--- src/rtl/fg_pulse_generator.sv ---
// Frame-grabber stimulus source: periodic fg_opto pulse plus a delayed fg_open pulse,
// with programmable period/width/delay, bounded or continuous frame count.
module fg_pulse_generator #(
  parameter int CNT_W   = 32,
  parameter int FRAME_W = 32,
  parameter int NUM_W   = 16
) (
  input  logic               clock,
  input  logic               reset,
  input  logic               enable,
  input  logic [CNT_W-1:0]   fg_period,
  input  logic [CNT_W-1:0]   fg_opened,
  input  logic [CNT_W-1:0]   fg_delay,
  input  logic [NUM_W-1:0]   num_frames,
  output logic               fg_opto,
  output logic               fg_open,
  output logic               busy,
  output logic               done,
  output logic               cfg_error,
  output logic [FRAME_W-1:0] frame_counter
);

  typedef enum logic [1:0] {S_IDLE, S_RUN, S_DONE} state_t;

  state_t             state_q, state_d;
  logic [CNT_W-1:0]   phase_q, phase_d;
  logic [CNT_W-1:0]   period_q, period_d;
  logic [CNT_W-1:0]   opened_q, opened_d;
  logic [CNT_W-1:0]   delay_q, delay_d;
  logic [NUM_W-1:0]   num_q, num_d;
  logic [FRAME_W-1:0] fcnt_q, fcnt_d;
  logic               err_q, err_d;
  logic               opto_q, opto_d;
  logic               open_q, open_d;
  logic               done_q, done_d;

  logic [CNT_W:0]     start_sum;
  logic               start_bad;
  logic               frame_end;
  logic               last_frame;

  // Extra bit so a huge delay cannot wrap the sum into an accepted config
  assign start_sum  = {1'b0, fg_delay} + {1'b0, fg_opened};
  assign start_bad  = (fg_period < CNT_W'(2)) || (fg_opened == '0) ||
                      (start_sum > {1'b0, fg_period});
  assign frame_end  = (phase_q == period_q - CNT_W'(1));
  assign last_frame = (num_q != '0) && (fcnt_q == FRAME_W'(num_q));

  // Outputs are decoded from next-cycle values so the registered pulses line up
  // with the phase they describe.
  always_comb begin
    state_d  = state_q;
    phase_d  = phase_q;
    period_d = period_q;
    opened_d = opened_q;
    delay_d  = delay_q;
    num_d    = num_q;
    fcnt_d   = fcnt_q;
    err_d    = err_q;
    case (state_q)
      S_IDLE: begin
        if (enable) begin
          period_d = fg_period;
          opened_d = fg_opened;
          delay_d  = fg_delay;
          num_d    = num_frames;
          if (start_bad) begin
            err_d = 1'b1;
          end else begin
            err_d   = 1'b0;
            phase_d = '0;
            fcnt_d  = FRAME_W'(1);
            state_d = S_RUN;
          end
        end
      end
      S_RUN: begin
        if (frame_end) begin
          phase_d = '0;
          if (last_frame) begin
            state_d = S_DONE;
          end else if (!enable) begin
            state_d = S_IDLE;
          end else if (fcnt_q != '1) begin
            fcnt_d = fcnt_q + FRAME_W'(1);
          end
        end else begin
          phase_d = phase_q + CNT_W'(1);
        end
      end
      S_DONE: begin
        state_d = S_IDLE;
      end
      default: begin
        state_d = S_IDLE;
      end
    endcase
    done_d = (state_d == S_DONE);
    opto_d = (state_d == S_RUN) && (phase_d < opened_d);
    open_d = (state_d == S_RUN) && (phase_d >= delay_d) &&
             ({1'b0, phase_d} < ({1'b0, delay_d} + {1'b0, opened_d}));
  end

  always_ff @(posedge clock) begin
    if (reset) begin
      state_q  <= S_IDLE;
      phase_q  <= '0;
      period_q <= '0;
      opened_q <= '0;
      delay_q  <= '0;
      num_q    <= '0;
      fcnt_q   <= '0;
      err_q    <= 1'b0;
      opto_q   <= 1'b0;
      open_q   <= 1'b0;
      done_q   <= 1'b0;
    end else begin
      state_q  <= state_d;
      phase_q  <= phase_d;
      period_q <= period_d;
      opened_q <= opened_d;
      delay_q  <= delay_d;
      num_q    <= num_d;
      fcnt_q   <= fcnt_d;
      err_q    <= err_d;
      opto_q   <= opto_d;
      open_q   <= open_d;
      done_q   <= done_d;
    end
  end

  assign fg_opto       = opto_q;
  assign fg_open       = open_q;
  assign busy          = (state_q == S_RUN);
  assign done          = done_q;
  assign cfg_error     = err_q;
  assign frame_counter = fcnt_q;

endmodule

--- config.mk ---
export PLATFORM = sky130hd
export DESIGN_NAME = fg_pulse_generator
export DESIGN_NICKNAME = d
export VERILOG_FILES = /design/src/rtl/fg_pulse_generator.sv
export SDC_FILE = /design/constraint.sdc
export NUM_CORES = 1
export LEC_CHECK = 0
export ABC_AREA = 0
export BUFFER_PORTS_ARGS = -buffer_cell sky130_fd_sc_hd__buf_4
export CAP_MARGIN = 40
export CORE_UTILIZATION = 66
export DETAILED_ROUTE_END_ITERATION = 10
export GPL_TIMING_DRIVEN = 0
export HOLD_SLACK_MARGIN = 0.06
export PLACE_DENSITY = 0.88
export SLEW_MARGIN = 40
export SYNTH_ARGS = -nofsm -noshare
export SYNTH_HDL_FRONTEND = slang
export SYNTH_SLANG_ARGS = --single-unit
--- constraint.sdc ---
create_clock -name clock -period 14.7 [get_ports clock]
set_input_delay 0.735 -clock clock [delete_from_list [all_inputs] [get_ports clock]]
set_output_delay 0.735 -clock clock [all_outputs]
set_load 0.05 [all_outputs]
==> results.yml <==
clock_network:
  clk_pin_slew_worst_paths_ns: 0.08
  clk_latency_ns: 0.46
  clock_path_buffers: 2
  h-tree-depth: 4
  post_cts_resized: 0
  post_cts_buffers: 0
  cts_tree: "built"
  numCtsBuffers: 17
  cts_hold_buffers: 0
  clock-root-buffer: "clkbuf_16"
  cts.sinks: 182
cells_and_area:
  area_growth_syn_to_layout_pct: 14.0
  final_layout_size_suffix_gt1_frac: 0.104
  seq_area_um2: 3640
  final_common_cell: "ha_1"
  fill_cells: 1657
  mostFrequentLayoutCells: "ha_1, nand2_1, dfxtp_1"
  nNetsFinal: 2410
  antennaDiodeCount: 0
  multi_input_area_um2: 10700
routing:
  wl_per_cell_um: 20.6
  num_vias: 15600
  drtPass1Iterations: 8
  final_antenna_net_count: 0
  drt_iter0_markers: 1506
  wl_mm: 49.2
  vias_per_cell: 6.50
  drcViolationCount: 0
setup_path:
  crit_slowest_cell: "nor4_1"
  cp.depth: 32
  path_class: "in -> reg"
  crit_end: "fg_opto$_SDFF_PP0_"
  crit_start: "fg_opened[0]"
  crit_path_start_kind: "primary input"
  required_ns: 15.02
  end_kind: "register"
  crit_family: "compound AO/OA/AOI/OAI gates"
  cpPeakStageDelay_ns: 0.77
  r2r_cells: 26
  ff2ff_setup_slack_ns: 7.56
  rr_startpoint: "state_q[1]$_SDFF_PP0_"
  timing.rr.end: "fg_open$_SDFF_PP0_"
  path_buf_inv: 3
  cp_data_arrival_time_ns: 9.75
  critical_path.max_fanout: 10
  crit_top_cell: "o21ai_0"
yosys:
  yosysSeqAreaShare: 0.242
  syn-cell-area_um2: 15100
  avgSynthCellArea_um2: 7.82
  ys_async_sr_fraction: 0
  netlist-cell-type-count: 70
  synth_edf_count: 0
  yosys_most_used_dff: "dfxtp_1"
  ys_warn_count: 0
  synthesis.instances: 1930
  postSynthNetCount: 2240
  ys_ff_latch: 182
global_routing:
  gr-usage-all-layers: 0.417
  grt_remaining_overflow: 0
  grt_max_degree: 22
  grt_pass1_vias: 14900
  antenna_found_initial: 0
  grt_pass1_wl_mm: 77.7
pwr:
  ir_drop_mv: 0.0744
  p_switching_uw: 646
  p_leak_nw: 8.35
  internal_power_mw: 1.00
  p_seq_frac: 0.327
  power_mw: 1.65
  p_comb_frac: 0.382
  p_clk_frac: 0.291
  switching_share: 0.392
  power_density_nw_per_um2: 95.8
sta:
  min_period_ns: 9.43
  setup_slack_ns: 5.27
  finalSetupTns_ns: 0
  hold_viol_final: 0
  finalSetupViolCount: 0
  skew_ns: 0.0203
  rsz0062_at_grt: "false"
  drv_slew: 0
  fmax_ghz: 0.106
  worst_pin_slew_ns: 0.934
  finalCritPeriodShare: 0.641
  slew_headroom: 0.378
die:
  dieHeight_um: 153
  start_util: 0.683
  ios: 152
  core_area_um2: 22100
  die_area_um2: 23500
  dieWidth_um: 153
  rows: 54
placement:
  gp_congestion: 0.998
  port_buffers: 150
  dp_hpwl_mm: 39.4
  pre_cts_ws_ns: 5.09
status:
  status: "finished, final reports clean"
run:
  max-cap-violations: 0
hold_path:
  hold_path.class: "reg -> reg"
-- through the flow --
stage          std cells  area [µm²]  utilization  hold WS [ns]
2_1_floorplan       1930       15100            -         0.444
3_3_place_gp        2360       16600        0.750         0.457
3_5_place_dp        2361       16600        0.750         0.460
4_1_cts             2393       17200        0.778         0.470
5_1_grt             2393       17200        0.778         0.502
6_report            2393       17200        0.778         0.472
-- power by group through the flow --
stage	clock [mW]	combinational (mW)	sequential, mW
final	0.480	0.628	0.539
after global placement	0	0.585	0.548
after floorplan	0	0.437	0.549
after global routing	0.496	0.691	0.542
after CTS	0.477	0.615	0.538
after detailed placement	0	0.609	0.550
-- cells by family (layout without fill, tap and decap cells) --
kind of cell | count (synthesis) | in the layout | synth area share
AO/OA/AOI/OAI | 434 | 434 | 0.179
XOR/XNOR | 134 | 134 | 0.0778
adder cells (fa/ha/maj) | 195 | 195 | 0.163
buffers and inverters | 201 | 384 | 0.0513
flip-flops | 182 | 182 | 0.242
multiplexers | 65 | 65 | 0.0432
AND/OR/NAND/NOR | 719 | 719 | 0.244
-- metal layers --
layer | GRT usage | part of all wire | up-vias
met3 | 0.0564 | 0.094 | 172
met5 | 0 | 0 | -
met1 | 0.536 | 0.40 | 7251
met4 | 0.201 | 0.048 | 0
li1 | - | - | 7292
met2 | 0.689 | 0.46 | 846
-- registers in the layout, indices dropped and copies added, names as in the netlist --
| signal | flops |
|---|---|
| done | 1 |
| phase_q | 32 |
| opened_q | 32 |
| state_q | 2 |
| fg_opto | 1 |
| num_q | 16 |
| frame_counter | 32 |
| cfg_error | 1 |
| period_q | 32 |
| fg_open | 1 |
| delay_q | 32 |
-- cell usage after synthesis, types with 14 or more instances --
| master | number | share of area |
|---|---|---|
| clkbuf_1 | 61 | 0.015 |
| nor3_1 | 40 | 0.013 |
| or4_1 | 14 | 0.0070 |
| nor4_1 | 50 | 0.021 |
| nand4_1 | 52 | 0.022 |
| nor2b_1 | 41 | 0.017 |
| nand2b_1 | 15 | 0.0062 |
| a21oi_1 | 171 | 0.057 |
| and3_1 | 38 | 0.016 |
| ha_1 | 193 | 0.16 |
| nand3_1 | 59 | 0.020 |
| a21o_1 | 64 | 0.032 |
| nand2_1 | 187 | 0.047 |
| inv_1 | 126 | 0.031 |
| or3_1 | 16 | 0.0066 |
| xor2_1 | 54 | 0.031 |
| xnor2_1 | 80 | 0.046 |
| o21ai_0 | 81 | 0.027 |
| and4_1 | 14 | 0.0081 |
| dfxtp_1 | 182 | 0.24 |
| mux2i_1 | 64 | 0.042 |
| nor2_1 | 142 | 0.035 |
-- tightest hold or removal path, delay by kind of cell, from the launching register on --
family | cells | cell delay (ns)
AO/OA/AOI/OAI | 1 | 0.06
flip-flops | 1 | 0.30
AND/OR/NAND/NOR | 1 | 0.07
-- worst min-delay path by stage --
stage	startpoint	cells past startpoint	end	slack, ns
after floorplan	delay_q[0]$_SDFF_PP0_	2	delay_q[0]$_SDFF_PP0_	0.44
after global placement	delay_q[0]$_SDFF_PP0_	2	delay_q[0]$_SDFF_PP0_	0.46
final	delay_q[0]$_SDFF_PP0_	2	delay_q[0]$_SDFF_PP0_	0.47
after global routing	period_q[7]$_SDFFE_PP0P_	2	period_q[7]$_SDFFE_PP0P_	0.50
after CTS	delay_q[0]$_SDFF_PP0_	2	delay_q[0]$_SDFF_PP0_	0.47
after detailed placement	delay_q[0]$_SDFF_PP0_	2	delay_q[0]$_SDFF_PP0_	0.46
-- area by class of cell --
type                       count  area share
buffer                        75      0.0176
clock buffer                  17      0.0247
clock inverter                15      0.0114
inverter                     126      0.0275
multi-input combinational   1547       0.621
sequential                   182       0.212
tap                          280      0.0204
timing repair buffer         151      0.0659
Power figures use the tool's default switching activity.
